### src/rtl/alu_pkg.sv
// Shared encodings for the ALU issue path: ALU op codes and the RV64
// integer opcode, funct3 and funct7 values used by the decoder.
package alu_pkg;

  localparam logic [3:0] ALU_ADD = 4'b0000;
  localparam logic [3:0] ALU_SUB = 4'b0001;
  localparam logic [3:0] ALU_SLL = 4'b0010;
  localparam logic [3:0] ALU_XOR = 4'b0011;
  localparam logic [3:0] ALU_SRL = 4'b0100;
  localparam logic [3:0] ALU_OR  = 4'b0101;
  localparam logic [3:0] ALU_AND = 4'b0110;
  localparam logic [3:0] ALU_NOP = 4'b1111;

  localparam logic [6:0] OPC_OP        = 7'b0110011;
  localparam logic [6:0] OPC_OP_IMM    = 7'b0010011;
  localparam logic [6:0] OPC_OP_32     = 7'b0111011;
  localparam logic [6:0] OPC_OP_IMM_32 = 7'b0011011;

  localparam logic [2:0] F3_ADD  = 3'b000;
  localparam logic [2:0] F3_SLL  = 3'b001;
  localparam logic [2:0] F3_SLT  = 3'b010;
  localparam logic [2:0] F3_SLTU = 3'b011;
  localparam logic [2:0] F3_XOR  = 3'b100;
  localparam logic [2:0] F3_SRL  = 3'b101;
  localparam logic [2:0] F3_OR   = 3'b110;
  localparam logic [2:0] F3_AND  = 3'b111;

  localparam logic [6:0] F7_BASE = 7'b0000000;
  localparam logic [6:0] F7_SUB  = 7'b0100000;

endpackage

### src/rtl/alu_op_decode.sv
// Combinational translation of RV64 integer-op fields into the ALU op code,
// operand source select, word-form flag and illegal flag.
module alu_op_decode
  import alu_pkg::*;
#(
  parameter bit SUPPORT_W = 1'b1
) (
  input  logic [6:0] opcode,
  input  logic [2:0] funct3,
  input  logic [6:0] funct7,
  output logic [3:0] alu_op,
  output logic       use_imm,
  output logic       is_w,
  output logic       illegal
);

  logic f7_base;
  logic f7_shamt6;

  assign f7_base   = (funct7 == F7_BASE);
  // 64-bit immediate shifts carry shamt[5] in funct7[0]
  assign f7_shamt6 = (funct7[6:1] == 6'b000000);

  always_comb begin
    alu_op  = ALU_NOP;
    use_imm = 1'b0;
    is_w    = 1'b0;
    case (opcode)
      OPC_OP: begin
        case (funct3)
          F3_ADD: begin
            if (f7_base)               alu_op = ALU_ADD;
            else if (funct7 == F7_SUB) alu_op = ALU_SUB;
          end
          F3_SLL: if (f7_base) alu_op = ALU_SLL;
          F3_XOR: if (f7_base) alu_op = ALU_XOR;
          F3_SRL: if (f7_base) alu_op = ALU_SRL;
          F3_OR:  if (f7_base) alu_op = ALU_OR;
          F3_AND: if (f7_base) alu_op = ALU_AND;
          default: alu_op = ALU_NOP;
        endcase
      end
      OPC_OP_IMM: begin
        use_imm = 1'b1;
        case (funct3)
          F3_ADD: alu_op = ALU_ADD;
          F3_SLL: if (f7_shamt6) alu_op = ALU_SLL;
          F3_XOR: alu_op = ALU_XOR;
          F3_SRL: if (f7_shamt6) alu_op = ALU_SRL;
          F3_OR:  alu_op = ALU_OR;
          F3_AND: alu_op = ALU_AND;
          default: alu_op = ALU_NOP;
        endcase
      end
      OPC_OP_32: begin
        is_w = 1'b1;
        if (SUPPORT_W) begin
          case (funct3)
            F3_ADD: begin
              if (f7_base)               alu_op = ALU_ADD;
              else if (funct7 == F7_SUB) alu_op = ALU_SUB;
            end
            F3_SLL: if (f7_base) alu_op = ALU_SLL;
            F3_SRL: if (f7_base) alu_op = ALU_SRL;
            default: alu_op = ALU_NOP;
          endcase
        end
      end
      OPC_OP_IMM_32: begin
        use_imm = 1'b1;
        is_w    = 1'b1;
        if (SUPPORT_W) begin
          case (funct3)
            F3_ADD: alu_op = ALU_ADD;
            F3_SLL: if (f7_base) alu_op = ALU_SLL;
            F3_SRL: if (f7_base) alu_op = ALU_SRL;
            default: alu_op = ALU_NOP;
          endcase
        end
      end
      default: alu_op = ALU_NOP;
    endcase
  end

  assign illegal = (alu_op == ALU_NOP);

endmodule

### src/rtl/alu_issue_ctrl.sv
// Two-stage issue/writeback controller feeding a combinational 64-bit ALU and
// capturing its result for the register-file write port.
module alu_issue_ctrl
  import alu_pkg::*;
#(
  parameter int XLEN      = 64,
  parameter bit SUPPORT_W = 1'b1
) (
  input  logic            clk,
  input  logic            rst,
  input  logic            flush,
  input  logic            in_valid,
  output logic            in_ready,
  input  logic [6:0]      opcode,
  input  logic [2:0]      funct3,
  input  logic [6:0]      funct7,
  input  logic [XLEN-1:0] rs1_data,
  input  logic [XLEN-1:0] rs2_data,
  input  logic [XLEN-1:0] imm,
  input  logic [4:0]      rd,
  output logic [3:0]      Alu_opr,
  output logic [XLEN-1:0] IP_data1,
  output logic [XLEN-1:0] IP_data2,
  input  logic [XLEN-1:0] OP_data,
  output logic            wb_valid,
  input  logic            wb_ready,
  output logic [XLEN-1:0] wb_data,
  output logic [4:0]      wb_rd,
  output logic            wb_illegal
);

  function automatic logic [XLEN-1:0] sext_w(input logic [31:0] v);
    return {{(XLEN-32){v[31]}}, v};
  endfunction

  logic [3:0]      dec_op;
  logic            dec_imm;
  logic            dec_w;
  logic            dec_illegal;
  logic [XLEN-1:0] src2;
  logic [XLEN-1:0] opnd1;
  logic [XLEN-1:0] opnd2;
  logic            is_shift;

  logic            s1_valid;
  logic            s1_w;
  logic            s1_illegal;
  logic [4:0]      s1_rd;
  logic            wb_adv;
  logic            accept;

  alu_op_decode #(.SUPPORT_W(SUPPORT_W)) u_decode (
    .opcode  (opcode),
    .funct3  (funct3),
    .funct7  (funct7),
    .alu_op  (dec_op),
    .use_imm (dec_imm),
    .is_w    (dec_w),
    .illegal (dec_illegal)
  );

  assign src2     = dec_imm ? imm : rs2_data;
  assign is_shift = (dec_op == ALU_SLL) || (dec_op == ALU_SRL);
  // Word right shifts must not pull upper-half bits into the low word
  assign opnd1    = ((dec_op == ALU_SRL) && dec_w) ? {{(XLEN-32){1'b0}}, rs1_data[31:0]}
                                                   : rs1_data;
  assign opnd2    = !is_shift ? src2
                  : dec_w     ? {{(XLEN-5){1'b0}}, src2[4:0]}
                              : {{(XLEN-6){1'b0}}, src2[5:0]};

  assign wb_adv   = !wb_valid || wb_ready;
  assign in_ready = !flush && (!s1_valid || wb_adv);
  assign accept   = in_valid && in_ready;

  always_ff @(posedge clk) begin
    if (rst) begin
      s1_valid   <= 1'b0;
      s1_w       <= 1'b0;
      s1_illegal <= 1'b0;
      s1_rd      <= '0;
      Alu_opr    <= ALU_NOP;
      IP_data1   <= '0;
      IP_data2   <= '0;
      wb_valid   <= 1'b0;
      wb_data    <= '0;
      wb_rd      <= '0;
      wb_illegal <= 1'b0;
    end else if (flush) begin
      s1_valid <= 1'b0;
      wb_valid <= 1'b0;
    end else begin
      // issue stage
      if (accept) begin
        s1_valid   <= 1'b1;
        s1_w       <= dec_w;
        s1_illegal <= dec_illegal;
        s1_rd      <= rd;
        Alu_opr    <= dec_op;
        IP_data1   <= opnd1;
        IP_data2   <= opnd2;
      end else if (wb_adv) begin
        s1_valid <= 1'b0;
      end
      // writeback stage
      if (wb_adv) begin
        wb_valid <= s1_valid;
        if (s1_valid) begin
          wb_data    <= s1_illegal ? '0 : (s1_w ? sext_w(OP_data[31:0]) : OP_data);
          wb_rd      <= s1_rd;
          wb_illegal <= s1_illegal;
        end
      end
    end
  end

endmodule

### config.mk
export PLATFORM = sky130hd
export DESIGN_NAME = alu_issue_ctrl
export DESIGN_NICKNAME = d
export VERILOG_FILES = /design/src/rtl/alu_pkg.sv /design/src/rtl/alu_op_decode.sv /design/src/rtl/alu_issue_ctrl.sv
export SDC_FILE = /design/constraint.sdc
export NUM_CORES = 1
export LEC_CHECK = 0
export CELL_PAD_IN_SITES_DETAIL_PLACEMENT = 2
export CELL_PAD_IN_SITES_GLOBAL_PLACEMENT = 2
export CORE_AREA = 2 2 192 232
export DETAILED_ROUTE_END_ITERATION = 8
export DIE_AREA = 0 0 194 234
export PLACE_DENSITY_LB_ADDON = 0.1
export SLEW_MARGIN = 20
export SYNTH_ARGS = -nofsm -noshare
export SYNTH_HDL_FRONTEND = slang
export SYNTH_HIERARCHICAL = 1
export SYNTH_SLANG_ARGS = --single-unit
export TNS_END_PERCENT = 5
### constraint.sdc
create_clock -name clk -period 3.15 [get_ports clk]
set_clock_uncertainty 0.2 [all_clocks]
set_input_delay 0.63 -clock clk [delete_from_list [all_inputs] [get_ports clk]]
set_output_delay 0.63 -clock clk [all_outputs]
set_load 0.005 [all_outputs]
==> flow_summary_export.csv <==
group,metric,value,unit
route,ant_nets,0,
timing,setup_viol,0,
grt,grtUsageMet1,0.228,
yosys,ys_seq_area_frac,0.429,
grt,grt_max_degree,121,
outcome,outcome,"completed",
power,peakVddDrop,0.000312,V
grt,grt_pass1_wl,69300,microns
yosys,synth-seq-cells,211,
route,wl_per_cell,22.3,microns
layout,final_util,0.378,
yosys,syn_area,9850,sq um
die,start_util,0.227,
grt,top_usage_layer,"met2",
die,fp.dieH,234,microns
yosys,ys_top_cells_by_area,"dfxtp_1 43%, mux2i_1 9.7%, a21oi_1 6.0%",
clock_tree,path_clk_slew,0.06,ns
timing,min_period_over_period,0.976,
grt,grtUsageTotal,0.195,
layout,drive_gt1_frac,0.0992,
clock_tree,cts_htree_levels,1,
placed_design,port-buffer-count,486,
yosys,synthDistinctLibCells,56,
grt,grt_overflow,0,
clock_tree,clk_path_buf_depth,3,
yosys,yosysTopAreaCell,"dfxtp_1",
placed_design,dpl.hpwl,32400,microns
placed_design,place.gp.congestion,0.756,
layout,num-nets-final,1807,
hold_path,hold_depth,2,
route,vias,10489,
power,p_total,6.90,mW
clock_tree,cts_sinks,211,
power,pwr_density_cell,422,nW/um^2
yosys,synth_top_area_share,0.429,
grt,antenna_found_initial,3,
grt,gr-usage-met3,0.0634,
setup_path,required,3.34,ns
route,drc_errors,0,
clock_tree,cts_tree,"done",
die,row_count,84,
timing,holdWs,0.250,ns
hold_path,hp-class,"in2reg",
setup_path,reg2regPathDepth,5,
grt,grt_pass1_vias,11441,
setup_path,r2r_slack,0.98,ns
setup_path,cp_max_fo,9,
hold_path,hold_end,"wb_data[44]",
grt,grtUsageMet2,0.339,
setup_path,worst-setup-path-type,"in2reg",
yosys,synthArstFlopShare,0,
yosys,synth_ff_type,"dfxtp_1",
yosys,synth_cells,1076,
setup_path,critPathCaptureType,"flip-flop",
setup_path,startpoint_type,"primary input",
setup_path,r2r-end,"IP_data1[50]",
clock_tree,root_buffer,"clkbuf_16",
timing,worstMarginPinSlew,1.06,ns
timing,fmax,325,MHz
yosys,syn-mean-instance-area,9.15,sq um
clock_tree,cts_buffers,26,
setup_path,reg2reg_from,"s1_valid",
die,core,43300,sq um
timing,rsz0062_at_grt,"yes",
route,wl,46900,microns
timing,finalCriticalPeriod,3.07,ns
timing,slew_violations,0,
die,num_io_pins,487,
timing,final_hold_viol_count,0,
route,firstDrtPassIters,4,
die,die_w,194,microns
hold_path,min-delay-start,"rst",
route,first_iter_violations,389,
clock_tree,clkLatencyLatePin,0.55,ns
power,p_leak,5.42,nW
timing,slew_headroom,0.292,
setup_path,arrival,3.26,ns
route,vias_per_cell,4.99,
flow_run,cap_violations,0,
yosys,synth_edf_count,0,
yosys,syn_nets,1359,
yosys,yosys_warnings,6,
layout,area_growth,66.0,%
die,dieArea,45400,sq um
==> synth_stat cells, types with 3 or more instances <==
| master | n |
|---|---|
| nand4_1 | 7 |
| o211ai_1 | 33 |
| nand3_1 | 47 |
| o32ai_2 | 20 |
| inv_1 | 38 |
| nor2b_1 | 3 |
| buf_2 | 40 |
| nand4b_1 | 32 |
| a21oi_1 | 118 |
| dfxtp_1 | 211 |
| nor2_1 | 8 |
| and3_1 | 4 |
| a211o_1 | 4 |
| mux2i_1 | 95 |
| clkbuf_1 | 69 |
| nor3_1 | 3 |
| o41ai_1 | 32 |
| a211oi_1 | 6 |
| or4_1 | 32 |
| nand2_1 | 61 |
| buf_6 | 8 |
| o21ai_0 | 114 |
| o32ai_1 | 39 |
| buf_1 | 10 |
==> final cells by class <==
class	instances	area (sq um)
clock buffers	39	749
well taps	559	699
repair buffers	553	5510
inverters	39	146
flip-flops and latches	211	4230
diodes	2	5.00
clock inverters	8	80.1
multi-input cells	693	4930
fillers	4789	27000
==> critical path, cell delays in order <==
cell and delay (ns):
clkdlybuf4s50_1 0.47, nor4_4 0.42, nand2_2 0.16, o311ai_2 0.31
nand4_1 0.23, xnor2_2 0.23, o311ai_4 0.31, buf_6 0.19
buf_4 0.20, o32ai_1 0.10
==> power by group <==
| part | total (mW) | internal (mW) | switching (mW) | leakage, nW |
|---|---|---|---|---|
| Clock | 2.97 | 1.73 | 1.24 | 0.411 |
| Combinational | 1.09 | 0.643 | 0.447 | 3.29 |
| Sequential | 2.84 | 2.77 | 0.0706 | 1.72 |
==> placed cells by master (no fill, tap or decap), drive strengths merged, types with 3 or more instances in the layout <==
cell type and count:
clkdlybuf4s50 485, dfxtp 211, a21oi 118, o21ai 114, mux2i 95, buf 66, nand2 63, o32ai 59
nand3 47, clkbuf 41, inv 40, o211ai 33, o41ai 32, or4 32, nand4b 32, nor2 9
nand4 7, a211oi 6, clkinv 6, nor3 5, and3 4, a211o 4, nor2b 4, o311ai 3
nand2b 3
==> registers in the layout, indices dropped and copies added, names as in the netlist <==
signal,flops
Alu_opr,4
IP_data1,64
IP_data2,64
s1_illegal,1
s1_rd,5
s1_valid,1
s1_w,1
wb_data,64
wb_illegal,1
wb_rd,5
wb_valid,1
==> cell families (layout without fill, tap and decap cells) <==
logic type | after synthesis | count (layout) | share of synthesized area
xor+xnor | 2 | 2 | 0.00178
mux | 96 | 96 | 0.0977
simple gates | 216 | 216 | 0.133
buf+inv | 172 | 639 | 0.0785
compound gates | 379 | 379 | 0.260
flops | 211 | 211 | 0.429
other cells | 0 | 2 | 0
==> metal layers <==
layer / wire length [microns] / vias up / share of wire
li1: - / 4936 / -
met1: 19200 / 5157 / 0.41
met2: 22800 / 341 / 0.49
met3: 3730 / 53 / 0.080
met4: 1170 / 2 / 0.025
met5: 13 / - / 0.00028
==> worst max-delay path by stage <==
stage | startpoint | to | slack [ns] | depth (start not counted)
2_1_floorplan | funct3[0] | IP_data2[53] | 0.31 | 10
3_3_place_gp | funct7[2] | IP_data2[21] | -0.35 | 10
3_5_place_dp | funct7[2] | IP_data2[20] | -0.42 | 9
4_1_cts | funct7[2] | IP_data2[37] | 0.15 | 9
5_1_grt | funct7[6] | IP_data2[8] | -0.08 | 10
6_report | funct7[6] | IP_data2[8] | 0.08 | 10
==> timing repair <==
item,CTS,global route
setup buffers,0,5
hold buffers,0,0
resized for setup,0,8
endpoints found under the setup margin,0,58
==> through the flow <==
step / cell area (sq um) / setup TNS (ns) / instances / worst slack (ns)
final: 16300 / 0 / 2104 / 0.0760
after global placement: 15400 / -26.74 / 2048 / -0.353
after CTS: 16200 / 0 / 2095 / 0.145
after global routing: 16300 / -2.49 / 2104 / -0.0827
after floorplan: 9850 / 0 / 1076 / 0.310
after detailed placement: 15400 / -31.85 / 2048 / -0.417
Power figures use the tool's default switching activity.
